--- src/rtl/s32x_sdr_arb.sv ---
// Arbiter sharing one SDRAM port between the master and slave SH-2 CPUs.
// Each access is granted from IDLE and runs IDLE -> BUSY -> DONE, holding the owner's request on the SDRAM bus until it completes.
module s32x_sdr_arb #(
    parameter bit RR_EN = 1'b1
) (
    input  logic        i_clk,
    input  logic        i_rst,
    input  logic        i_m_cs,
    input  logic [16:0] i_m_a,
    input  logic [15:0] i_m_di,
    input  logic [1:0]  i_m_we,
    input  logic        i_m_rd,
    output logic [15:0] o_m_do,
    output logic        o_m_wait_n,
    input  logic        i_s_cs,
    input  logic [16:0] i_s_a,
    input  logic [15:0] i_s_di,
    input  logic [1:0]  i_s_we,
    input  logic        i_s_rd,
    output logic [15:0] o_s_do,
    output logic        o_s_wait_n,
    output logic [16:0] o_sdr_a,
    output logic [15:0] o_sdr_do,
    output logic [1:0]  o_sdr_we,
    output logic        o_sdr_rd,
    output logic        o_sdr_cs,
    input  logic [15:0] i_sdr_di,
    input  logic        i_sdr_wait
);

    typedef enum logic [1:0] {
        ST_IDLE = 2'd0,
        ST_BUSY = 2'd1,
        ST_DONE = 2'd2
    } state_t;

    // owner/last encoding: 0 = master, 1 = slave
    state_t      r_state, w_state_nx;
    logic        r_owner, w_owner_nx;
    logic        r_last,  w_last_nx;
    logic [16:0] r_sdr_a, w_sdr_a_nx;
    logic [15:0] r_sdr_do, w_sdr_do_nx;
    logic [1:0]  r_sdr_we, w_sdr_we_nx;
    logic        r_sdr_rd, w_sdr_rd_nx;
    logic        r_sdr_cs, w_sdr_cs_nx;
    logic [15:0] r_m_do, w_m_do_nx;
    logic [15:0] r_s_do, w_s_do_nx;
    logic        w_grant_s;
    logic        w_owner_cs;

    always_ff @(posedge i_clk or posedge i_rst) begin
        if (i_rst) begin
            r_state  <= ST_IDLE;
            r_owner  <= 1'b0;
            r_last   <= 1'b1;
            r_sdr_a  <= '0;
            r_sdr_do <= '0;
            r_sdr_we <= '0;
            r_sdr_rd <= 1'b0;
            r_sdr_cs <= 1'b0;
            r_m_do   <= '0;
            r_s_do   <= '0;
        end else begin
            r_state  <= w_state_nx;
            r_owner  <= w_owner_nx;
            r_last   <= w_last_nx;
            r_sdr_a  <= w_sdr_a_nx;
            r_sdr_do <= w_sdr_do_nx;
            r_sdr_we <= w_sdr_we_nx;
            r_sdr_rd <= w_sdr_rd_nx;
            r_sdr_cs <= w_sdr_cs_nx;
            r_m_do   <= w_m_do_nx;
            r_s_do   <= w_s_do_nx;
        end
    end

    assign w_owner_cs = r_owner ? i_s_cs : i_m_cs;

    always_comb begin
        w_state_nx  = r_state;
        w_owner_nx  = r_owner;
        w_last_nx   = r_last;
        w_sdr_a_nx  = r_sdr_a;
        w_sdr_do_nx = r_sdr_do;
        w_sdr_we_nx = r_sdr_we;
        w_sdr_rd_nx = r_sdr_rd;
        w_sdr_cs_nx = r_sdr_cs;
        w_m_do_nx   = r_m_do;
        w_s_do_nx   = r_s_do;
        w_grant_s   = 1'b0;
        case (r_state)
            ST_IDLE: begin
                if (i_m_cs || i_s_cs) begin
                    // on a tie, round-robin favours whoever was not served last
                    if (i_m_cs && i_s_cs)
                        w_grant_s = RR_EN ? ~r_last : 1'b0;
                    else
                        w_grant_s = i_s_cs;
                    w_state_nx  = ST_BUSY;
                    w_owner_nx  = w_grant_s;
                    w_sdr_cs_nx = 1'b1;
                    w_sdr_a_nx  = w_grant_s ? i_s_a  : i_m_a;
                    w_sdr_do_nx = w_grant_s ? i_s_di : i_m_di;
                    w_sdr_we_nx = w_grant_s ? i_s_we : i_m_we;
                    w_sdr_rd_nx = w_grant_s ? i_s_rd : i_m_rd;
                end
            end
            ST_BUSY: begin
                if (!i_sdr_wait) begin
                    w_sdr_cs_nx = 1'b0;
                    if (r_sdr_rd) begin
                        if (r_owner)
                            w_s_do_nx = i_sdr_di;
                        else
                            w_m_do_nx = i_sdr_di;
                    end
                    w_last_nx  = r_owner;
                    w_state_nx = ST_DONE;
                end
            end
            ST_DONE: begin
                if (!w_owner_cs)
                    w_state_nx = ST_IDLE;
            end
            default: w_state_nx = ST_IDLE;
        endcase
    end

    // the owner is released only once its access has finished
    assign o_m_wait_n = ~(i_m_cs & ~((r_state == ST_DONE) & ~r_owner));
    assign o_s_wait_n = ~(i_s_cs & ~((r_state == ST_DONE) &  r_owner));

    assign o_m_do   = r_m_do;
    assign o_s_do   = r_s_do;
    assign o_sdr_a  = r_sdr_a;
    assign o_sdr_do = r_sdr_do;
    assign o_sdr_we = r_sdr_we;
    assign o_sdr_rd = r_sdr_rd;
    assign o_sdr_cs = r_sdr_cs;

endmodule

--- config.mk ---
export PLATFORM = sky130hd
export DESIGN_NAME = s32x_sdr_arb
export DESIGN_NICKNAME = d
export VERILOG_FILES = /design/src/rtl/s32x_sdr_arb.sv
export SDC_FILE = /design/constraint.sdc
export NUM_CORES = 1
export LEC_CHECK = 0
export ABC_AREA = 1
export BUFFER_PORTS_ARGS = -buffer_cell sky130_fd_sc_hd__buf_4
export CAP_MARGIN = 20
export CORE_ASPECT_RATIO = 0.8
export CORE_MARGIN = 3
export CORE_UTILIZATION = 43
export DETAILED_ROUTE_END_ITERATION = 16
export PLACE_DENSITY = 0.84
export SYNTH_ARGS = -nofsm -noshare
export SYNTH_HDL_FRONTEND = slang
export SYNTH_SLANG_ARGS = --single-unit
--- constraint.sdc ---
create_clock -name i_clk -period 2.1 [get_ports i_clk]
set_input_delay 0.21 -clock i_clk [delete_from_list [all_inputs] [get_ports i_clk]]
set_output_delay 0.21 -clock i_clk [all_outputs]
set_load 0.01 [all_outputs]
### After elaboration in Yosys (flattened, before gate mapping)

Cells that the tools add are included.

* register bits after elaboration: 73
* output and inout port bits: 71
* logic and storage cells: 51

* eq/ne operators: 5
* muxes and demuxes: 15
* bitwise logic cells: 11
* reductions and logical operators: 10

Operators with widths (number)
* 17-bit 2-to-1 mux: 1
* 16-bit 2-to-1 mux: 1
* 2-bit 2-to-1 mux: 4
* 4-bit AND reduction: 2
* 1-bit 2-to-1 mux: 7
* 1-bit inverter: 7
* 2-bit inequality test, second input constant: 3
* 2-bit one-hot mux with 3 select lines: 1
* 3-bit AND reduction: 2
* 1-bit bitwise AND: 4
* 2-bit AND reduction: 2
* 2-bit by 1-bit equality test with 1-bit output, second input constant: 1
* 2-bit equality test, second input constant: 1
* 2-bit logical NOT: 1
* 1-bit one-hot mux with 2 select lines: 1
* 2-bit nonzero test: 1
* 1-bit logical AND: 1
* 1-bit logical OR: 1

### Depth between registers and ports, before layout

Gate-level depths: netlist of run 1.

* depth after elaboration: 5
* depth in mapped cells: 7

### Least setup slack after synthesis of run 1

No wires, ideal clock.

* kind: register -> register
* start: register r_last
* end: register r_sdr_a[11], in the netlist o_sdr_a[11]
* data arrival time: 1.078 ns
* required time: 1.982 ns
* path slack: 0.905 ns
* stages on the path, launching flop included: 7
* buffers on the path: 1
* cells stage by stage: dfstp_2 > nand2_2 > nand2_2 > buf_4 > nand2_1 > nand3_1 > nand2_1

* cells in the longest elaborated chain, start to end: 5

Ends and longest elaborated chain
* from (decl): RTL line 40 `logic r_last, w_last_nx;`
* from (signal assigned): RTL line 66 `r_last <= w_last_nx;`
* 1-bit inverter: RTL line 96 `w_grant_s = RR_EN ? ~r_last : 1'b0;`
* 1-bit 2-to-1 mux: RTL line 95 `if (i_m_cs && i_s_cs)`
* 1-bit 2-to-1 mux: RTL line 93 `if (i_m_cs || i_s_cs) begin`
* 1-bit 2-to-1 mux: RTL line 91 `case (r_state)`
* 17-bit 2-to-1 mux: RTL line 102 `w_sdr_a_nx = w_grant_s ? i_s_a : i_m_a;`
* to (signal assigned): RTL line 67 `r_sdr_a <= w_sdr_a_nx;`
* to (decl): RTL line 41 `logic [16:0] r_sdr_a, w_sdr_a_nx;`

No other way between the ends. The select of a mux whose other input is x is not followed.
A chain may end at the register's enable or synchronous reset.

### Worst setup path in the final report of run 1

* start: register r_last
* end: register r_sdr_a[3], in the netlist o_sdr_a[3]

Same word-level chain as after synthesis.

==> flow_summary.toml, run 1 <==
[power]
power.share.clock_pct = 15.4
irDropWorstVdd_uv = 549.8
pwr-share-comb_pct = 46.6
p_sw_uw = 2658
intPower_uw = 4068
power_density_mw_per_mm2 = 1317
swShare_pct = 39.52
seqPwrFrac_pct = 38.0
p_leak_uw = 0.003027

[clocking]
cts_tree = "yes"
cts_max_level = 3
clockBufferDepth = 2
clock_sinks = 73
cts_resized = 0
clkLatencyLatePin_ps = 330
cts_buffers = 9
post_cts_buffers = 0
clkTransAtPathRegs_ps = 80
cts_root_buffer = "clkbuf_8"

[critical_path]
critPathLaunchType = "register"
crit_chain = "nand2_2 -> nand2_2 -> nand2_1 -> nand3_1 -> nand2_1"
crit_buf_inv = 0
cp_slowest_stage_delay_ps = 540
cp_data_arrival_time_ps = 1750
critical_path_class = "register to register"
crit_slowest_cell = "dfstp_2"
critPathCaptureType = "register"
required_ps = 2320
crit_family = "simple AND/OR/NAND/NOR gates"
critPathMaxFanout = 37

[synthesis]
synth_xor_area_share_pct = 0
avgSynthCellArea_um2 = 7.546
synth_compound_area_share_pct = 3.184
synthDominantCellAreaShare_pct = 49.84
synth_area_mm2 = 0.003615
syn_inst = 479
synth_top_family_by_area = "simple AND/OR/NAND/NOR gates"
synthTopCellsByArea = "dfrtp_1 (50%), nand2_1 (19%), nand3_1 (12%), inv_1 (7.9%), o21ai_0 (3.0%)"
synth_fa_ha_area_share_pct = 0
yosysTopAreaCell = "dfrtp_1"
synthSimpleGateAreaFrac_pct = 34.23
synthDistinctLibCells = 18
yosysWarnings = 0
synth_seq_cells = 73
synth-seq-area-share_pct = 50.57
synth.area.mux_share_pct = 0
synth_nets = 572

[timing]
slew_viol_final = 0
fmax_mhz = 653.9
rsz0062_at_grt = "no"
period_share_pct = 72.82
fin_ws_ps = 570.8
hold_viol = 0
worstMarginPinSlew_ps = 713.7
relSlewSlack_pct = 52.25
fin_skew_ps = 10.01
setup_tns_ps = 0
period_minus_slack_ps = 1529
setup_viol = 0

[floorplanning]
start_util_pct = 44.87
rows = 29
ioPinCount = 164
die_x_um = 108.5
core_mm2 = 0.008055
die_area_mm2 = 0.009549
die_h_um = 88.01

[layout]
layout.nets = 730
fin_util_pct = 63.42
final_common_cell = "nand2_1"
regArea_mm2 = 0.001828
fin_cells = 749
final_cell_mix = "nand2_1 (180), buf_4 (167), nand3_1 (89)"
n_fill_cell = 733
layout-drive-gt1-share_pct = 30.73
antenna_cells = 0
area_growth_pct = 41.33
multi_input_area_mm2 = 0.001364

[drt]
num_vias = 3587
drt-total-wl_um = 9998
drtPass1Iterations = 4
route.detailed.drc = 0
drt_iter0_drc = 144
vias_per_cell = 4.789
wl_per_cell_um = 13.35
antenna_left = 0

[global_route]
overflow = 0
grt_pass1_vias = 3430
grt_max_degree = 44
grt_pass1_wl_um = 15830
groute.usage.overall_pct = 20.74
antenna_found_initial = 0

[place]
dp_cells = 733
dp_slack_ps = 526.8
dp_hpwl_um = 7427
gp_congestion = 0.8126
port_buffers = 163

[worst_hold_path]
hold_class = "primary input to register"

[flow_run]
maxCapViolations = 0

[status]
status = "completed"
-- sequential cells by signal, indices dropped and copies added, names as in the netlist --
signal	count
r_owner	1
r_last	1
o_sdr_we	2
o_m_do	16
o_sdr_rd	1
o_s_do	16
o_sdr_cs	1
o_sdr_a	17
r_state	2
o_sdr_do	16
-- through the flow --
| step | hold slack [ps] | area [µm²] | total power (µW) |
|---|---|---|---|
| CTS | 71.01 | 5109 | 6785 |
| global route | 69.42 | 5109 | 7229 |
| detailed placement | 160.7 | 4913 | 5725 |
| finish | 90.04 | 5109 | 6726 |
| global placement | 149.2 | 4913 | 5586 |
| floorplan | 326.8 | 3615 | 4124 |
-- worst reg2reg max path: stages (launching register included) --
cell and delay (ps):
dfstp_2 540, nand2_2 60, nand2_2 530, nand2_1 140
nand3_1 100, nand2_1 50
-- area by class of cell --
cell class / instances / area share (%)
Sequential cell: 73 / 35.78
Timing Repair Buffer: 170 / 25.52
Tap cell: 108 / 2.645
Clock buffer: 10 / 2.498
Multi-Input combinational cell: 305 / 26.70
Inverter: 78 / 5.731
Clock inverter: 5 / 1.127
-- layer usage --
layer  track usage, %  part of all wire, %
met1            26.73                   42
met4            4.817                 0.68
met2            36.34                   50
met5                0                    0
met3            4.053                  7.7
-- Yosys cell counts (all sizes together) --
library cell  count
o21ai            23
nand3            90
buf              18
clkbuf            5
nor2              8
dfrtp            72
inv              78
dfstp             1
nand2           184
-- cell families after synthesis --
| family | Yosys count |
|---|---|
| buf+inv | 101 |
| compound gates | 23 |
| simple gates | 282 |
| flops | 73 |
-- final timing paths --
kind / depth (start not counted) / slack [ps] / end / start
max in group asynchronous: 4 / 1180 / o_sdr_do[2] / i_rst
worst max-delay path: 5 / 570 / o_sdr_a[3] / r_last
worst min register to register: 2 / 480 / o_m_do[2] / o_m_do[2]
min in group asynchronous: 3 / 370 / o_sdr_a[8] / i_rst
worst max register to register: 5 / 570 / o_sdr_a[3] / r_last
worst min-delay path: 3 / 90 / o_s_do[10] / i_sdr_di[10]
-- power by group through the flow --
stage                     Sequential [µW]  Combinational (µW)  Clock, µW
after floorplan                      2800                1320          0
after global placement               2530                3050          0
after detailed placement             2560                3160          0
after CTS                            2550                3160       1070
after global routing                 2630                3460       1140
final                                2550                3130       1040
-- repair_timing --
| action | CTS | global route |
|---|---|---|
| endpoints found under the setup margin | 0 | 0 |
| endpoints found under the hold margin | 7 | 0 |
| hold buffers | 1 | 0 |
(Power assumes the default switching activity.)
==> run 2, diff against run 1 <==
Settings changed: ABC_AREA 1 to 0, CORE_UTILIZATION 43 to 42, PLACE_DENSITY 0.84 to 0.83.
Clock period 2.1 ns to 1.3 ns, I/O delays scaled along.
==> flow_summary.toml, run 2 <==
[drt]
antenna_left = 0
route.detailed.drc = 0
drt_iter0_drc = 67
wl_per_cell_um = 18.20
drt-total-wl_um = 9337
drtPass1Iterations = 4
num_vias = 2466
vias_per_cell = 4.807

[timing]
fmax_mhz = 608.0
rsz0062_at_grt = "yes"
worstMarginPinSlew_ps = 463.0
fin_skew_ps = 7.432
period_minus_slack_ps = 1645
hold_viol = 0
setup_viol = 72
fin_ws_ps = -344.8
setup_tns_ps = -19500
period_share_pct = 126.5
slew_viol_final = 0
relSlewSlack_pct = 69.13

[synthesis]
synthDominantCellAreaShare_pct = 52.02
synth_edf_count = 0
synth_nets = 301
yosysTopAreaCell = "dfrtp_1"
synth_most_common_cell = "dfrtp_1"
ys.flop_type = "dfrtp_1"
synth_area_mm2 = 0.003463
synth_commonest_cells = "dfrtp_1 (72), mux2_4 (58), mux2_2 (46), buf_2 (4), o21ai_0 (4)"
yosysWarnings = 0
syn_inst = 208
avgSynthCellArea_um2 = 16.65
ys_async_sr_fraction_pct = 100.0
synthTopCellsByArea = "dfrtp_1 (52%), mux2_4 (25%), mux2_2 (15%), buf_12 (1.7%), dfstp_2 (0.76%)"
synthDistinctLibCells = 22
synth-seq-area-share_pct = 52.78
synth_seq_cells = 73

[critical_path]
cp_slowest_stage_delay_ps = 550
crit_slowest_cell = "dfstp_2"
cp-startpoint = "r_last"
crit_chain = "a21bo_4 -> buf_12 -> mux2_4 -> mux2_4"
cp_data_arrival_time_ps = 1860
critPathCaptureType = "register"
critical_path_class = "register to register"
critPathLaunchType = "register"
required_ps = 1520
cpMostUsedCell = "mux2_4"
critPathMaxFanout = 15
reg2reg_from = "r_last"

[status]
status = "finished with violations"
violations = "negative setup slack"

[clocking]
clkTransAtPathRegs_ps = 80
clock_sinks = 73
cts_tree = "yes"
cts_max_level = 3
cts_buffers = 9
cts_root_buffer = "clkbuf_8"
clockBufferDepth = 2
clkLatencyLatePin_ps = 340

[worst_hold_path]
min_from = "i_sdr_di[10]"
hold_class = "primary input to register"

[power]
irDropWorstVdd_uv = 1333
power_density_mw_per_mm2 = 2358
p_leak_uw = 0.002829

[floorplanning]
die_area_mm2 = 0.009378
die_h_um = 87.22
core_mm2 = 0.007707
rows = 28
die_x_um = 107.5
ioPinCount = 164
start_util_pct = 44.94

[layout]
final_common_cell = "buf_4"
largest_reg_flops = 17
antenna_cells = 0
layout-drive-gt1-share_pct = 80.15
final_cell_mix = "buf_4 (173), mux2_4 (87), dfrtp_1 (72)"
layout.nets = 496
area_growth_pct = 60.69

[place]
gp_congestion = 0.7163
dp_slack_ps = -391.7
dp_hpwl_um = 6381
port_buffers = 163

[global_route]
grt_max_degree = 38
antenna_found_initial = 0
overflow = 0
groute.usage.overall_pct = 20.28
grt_pass1_vias = 2793
grt_pass1_wl_um = 14500

[flow_run]
maxCapViolations = 0
[run 2: cell types whose count changed after synthesis, moves of 3 or more]
cell	delta
nand2_1	-179
nand3_1	-89
inv_1	-73
mux2_4	+58
mux2_2	+46
o21ai_0	-18
buf_4	-6
clkbuf_1	-5
buf_2	-4
buf_12	+3
nand2_2	-3
nor2_1	-3
nor2_4	-3
[run 2: repair_timing]
item / 4_1_cts / 5_1_grt
setup buffers: 6 / 3
gates cloned: 3 / 0
gates resized for setup: 23 / 25
hold buffers: 1 / 0
endpoints found under the hold margin: 72 / 0
setup endpoints to repair: 58 / 75
pin swaps: 5 / 5
[run 2: layer usage]
layer / vias to the layer above / track usage (%) / part of all wire, %
met5: - / 0 / 0
met4: 0 / 5.505 / 0.44
met3: 5 / 5.930 / 6.4
met2: 93 / 35.44 / 52
met1: 1228 / 24.64 / 41
li1: 1140 / - / -
[run 2: logic make-up after synthesis]
| logic type | share of synthesized area [%] |
|---|---|
| AOI/OAI and AO/OA | 1.337 |
| buffers and inverters | 3.721 |
| DFF | 52.78 |
| muxes | 40.68 |
| and+or+nand+nor | 1.481 |
[run 2: final timing paths]
kind	end	slack, ps	depth (start not counted)
max	o_sdr_a[14]	-340	4
min	o_m_do[10]	30	2
max reg2reg	o_sdr_a[14]	-340	4
min reg2reg	o_sdr_cs	500	1
max in group asynchronous	o_sdr_we[0]	410	4
min in group asynchronous	o_s_do[4]	440	4
[run 2: layout make-up]
class                   count  area [µm²]
clock inverters             6       115.1
well taps                 105       131.4
clock buffers              10       127.6
flip-flops and latches     73        1828
inverters                   3       15.01
fillers                   516        2142
repair buffers            195        1659
multi-input cells         121        1689
[run 2: per-stage QoR]
step / utilization, % / area (µm²) / hold slack, ps / total power [µW] / cells
6_report: 72.21 / 5565 / 25.28 / 13120 / 513
5_1_grt: 72.21 / 5565 / 4.156 / 13820 / 513
4_1_cts: 70.84 / 5460 / 4.195 / 12890 / 511
3_5_place_dp: 64.71 / 4987 / 208.5 / 10190 / 485
3_3_place_gp: 64.71 / 4987 / 200.4 / 9998 / 485
2_1_floorplan: - / 3546 / 278.0 / 7412 / 208
[run 2: where the power goes]
| group | switching, µW | total, µW | internal (µW) |
|---|---|---|---|
| clock network | 852 | 2140 | 1290 |
| registers | 707 | 4150 | 3440 |
| logic | 2480 | 6840 | 4350 |
[run 2: critical path, delay by kind of cell (launching register included)]
| family | cells | cell delay (ps) |
|---|---|---|
| compound gates | 1 | 190 |
| buf+inv | 1 | 190 |
| flops | 1 | 550 |
| mux | 2 | 580 |
==> run 3, diff against run 2 <==
Clock period 1.3 ns to 1.44 ns, I/O delays scaled along.
==> flow_summary.toml, run 3 (synthesis gave the netlist of run 2 again) <==
[clocking]
cts_root_buffer = "clkbuf_8"
cts_tree = "yes"
cts_max_level = 3
clockBufferDepth = 2
clkTransAtPathRegs_ps = 90
clock_sinks = 73
clkLatencyLatePin_ps = 340
cts_buffers = 9

[global_route]
met1_usage_pct = 26.85
grtUsageMet3_pct = 6.375
grt_pass1_vias = 2694
grt_max_degree = 32
grt_pass1_wl_um = 14170
use_met2_pct = 30.70
grt_most_used_layer = "met2"
groute.usage.overall_pct = 19.72
overflow = 0
antenna_found_initial = 0

[drt]
drt_iter0_drc = 71
wl_per_cell_um = 18.38
route.detailed.drc = 0
drt-total-wl_um = 9208
antenna_left = 0
num_vias = 2420
vias_per_cell = 4.830
drtPass1Iterations = 4

[timing]
fmax_mhz = 593.8
hold_viol = 0
period_share_pct = 116.9
setup_viol = 44
slew_viol_final = 0
period_minus_slack_ps = 1684
worstMarginPinSlew_ps = 498.0
relSlewSlack_pct = 66.73
fin_ws_ps = -244.0
rsz0062_at_grt = "yes"
setup_tns_ps = -7697
fin_skew_ps = 7.675

[floorplanning]
start_util_pct = 44.94
core_mm2 = 0.007707
rows = 28
die_x_um = 107.5
die_area_mm2 = 0.009378
die_h_um = 87.22
ioPinCount = 164

[critical_path]
critPathMaxFanout = 8
required_ps = 1670
critPathLaunchType = "register"
critPathCaptureType = "register"
critical_path_class = "register to register"
cp_data_arrival_time_ps = 1920

[power]
pwr-share-comb_pct = 49.8
power.share.clock_pct = 16.3
power_density_mw_per_mm2 = 2074
swShare_pct = 31.66
irDropWorstVdd_uv = 1253
p_leak_uw = 0.002733
seqPwrFrac_pct = 34.0
intPower_uw = 7622
finalPower_uw = 11150
p_sw_uw = 3531

[place]
gp_congestion = 0.7468
dp_cells = 479
port_buffers = 163
placedInstanceArea_mm2 = 0.004920
dp_slack_ps = -265.9
dp_hpwl_um = 6482

[layout]
antenna_cells = 0
area_growth_pct = 55.31
fin_cells = 501
layout-drive-gt1-share_pct = 79.55
layout.nets = 484
fin_area_mm2 = 0.005379
final_common_cell = "buf_4"
largest_reg_flops = 17
final_cell_mix = "buf_4 (169), mux2_4 (86), dfrtp_1 (71)"

[flow_run]
maxCapViolations = 0

[status]
status = "finished with violations"
violations = "negative setup slack"

[worst_hold_path]
hold_class = "primary input to register"
[run 3: per-layer routing]
layer  routed length [µm]  vias to the layer above
li1                     -                     1108
met1                 4039                     1198
met2                 4329                      104
met3                  746                       10
met4                   91                        0
met5                    0                        -
[run 3: final timing paths]
check | startpoint | to | slack [ps] | cells after the start
max in group asynchronous | i_rst | r_last | 490 | 4
hold reg to reg | o_s_do[1] | o_s_do[1] | 510 | 1
min in group asynchronous | i_rst | o_s_do[15] | 400 | 3
hold / removal | i_sdr_di[15] | o_m_do[15] | 40 | 2
setup / recovery | r_last | o_sdr_a[5] | -240 | 4
setup reg to reg | r_last | o_sdr_a[5] | -240 | 4
[run 3: layout make-up]
class	count	area [µm²]
clock buffers	9	123.9
inverters	3	15.01
multi-input cells	121	1655
clock inverters	7	101.3
well taps	105	131.4
fillers	556	2328
flip-flops and latches	73	1829
repair buffers	183	1523
[run 3: power groups by stage]
stage / Clock (µW) / Combinational (µW) / Sequential (µW)
3_3_place_gp: 0 / 5090 / 3720
2_1_floorplan: 0 / 2490 / 4140
3_5_place_dp: 0 / 5210 / 3780
6_report: 1810 / 5550 / 3790
5_1_grt: 1960 / 5890 / 3930
4_1_cts: 1860 / 5550 / 3770
[run 3: stage by stage]
stage	util (%)	hold slack, ps
floorplan	-	292.0
global placement	63.83	202.2
finish	69.79	36.17
CTS	69.11	15.60
global route	69.79	16.85
detailed placement	63.83	207.6
[run 3: critical path, stage by stage (launching register included)]
cell and delay (ps):
dfstp_2 550, a21bo_4 240, clkbuf_16 220, mux2_4 310
mux2_4 250
[run 3: what timing repair did]
action | in CTS | in global routing
buffers inserted | 1 | 0
endpoints found under the setup margin | 53 | 71
pin swaps | 4 | 4
gates cloned | 3 | 1
hold buffers | 1 | 0
hold endpoints to repair | 18 | 0
gates resized for setup | 31 | 8
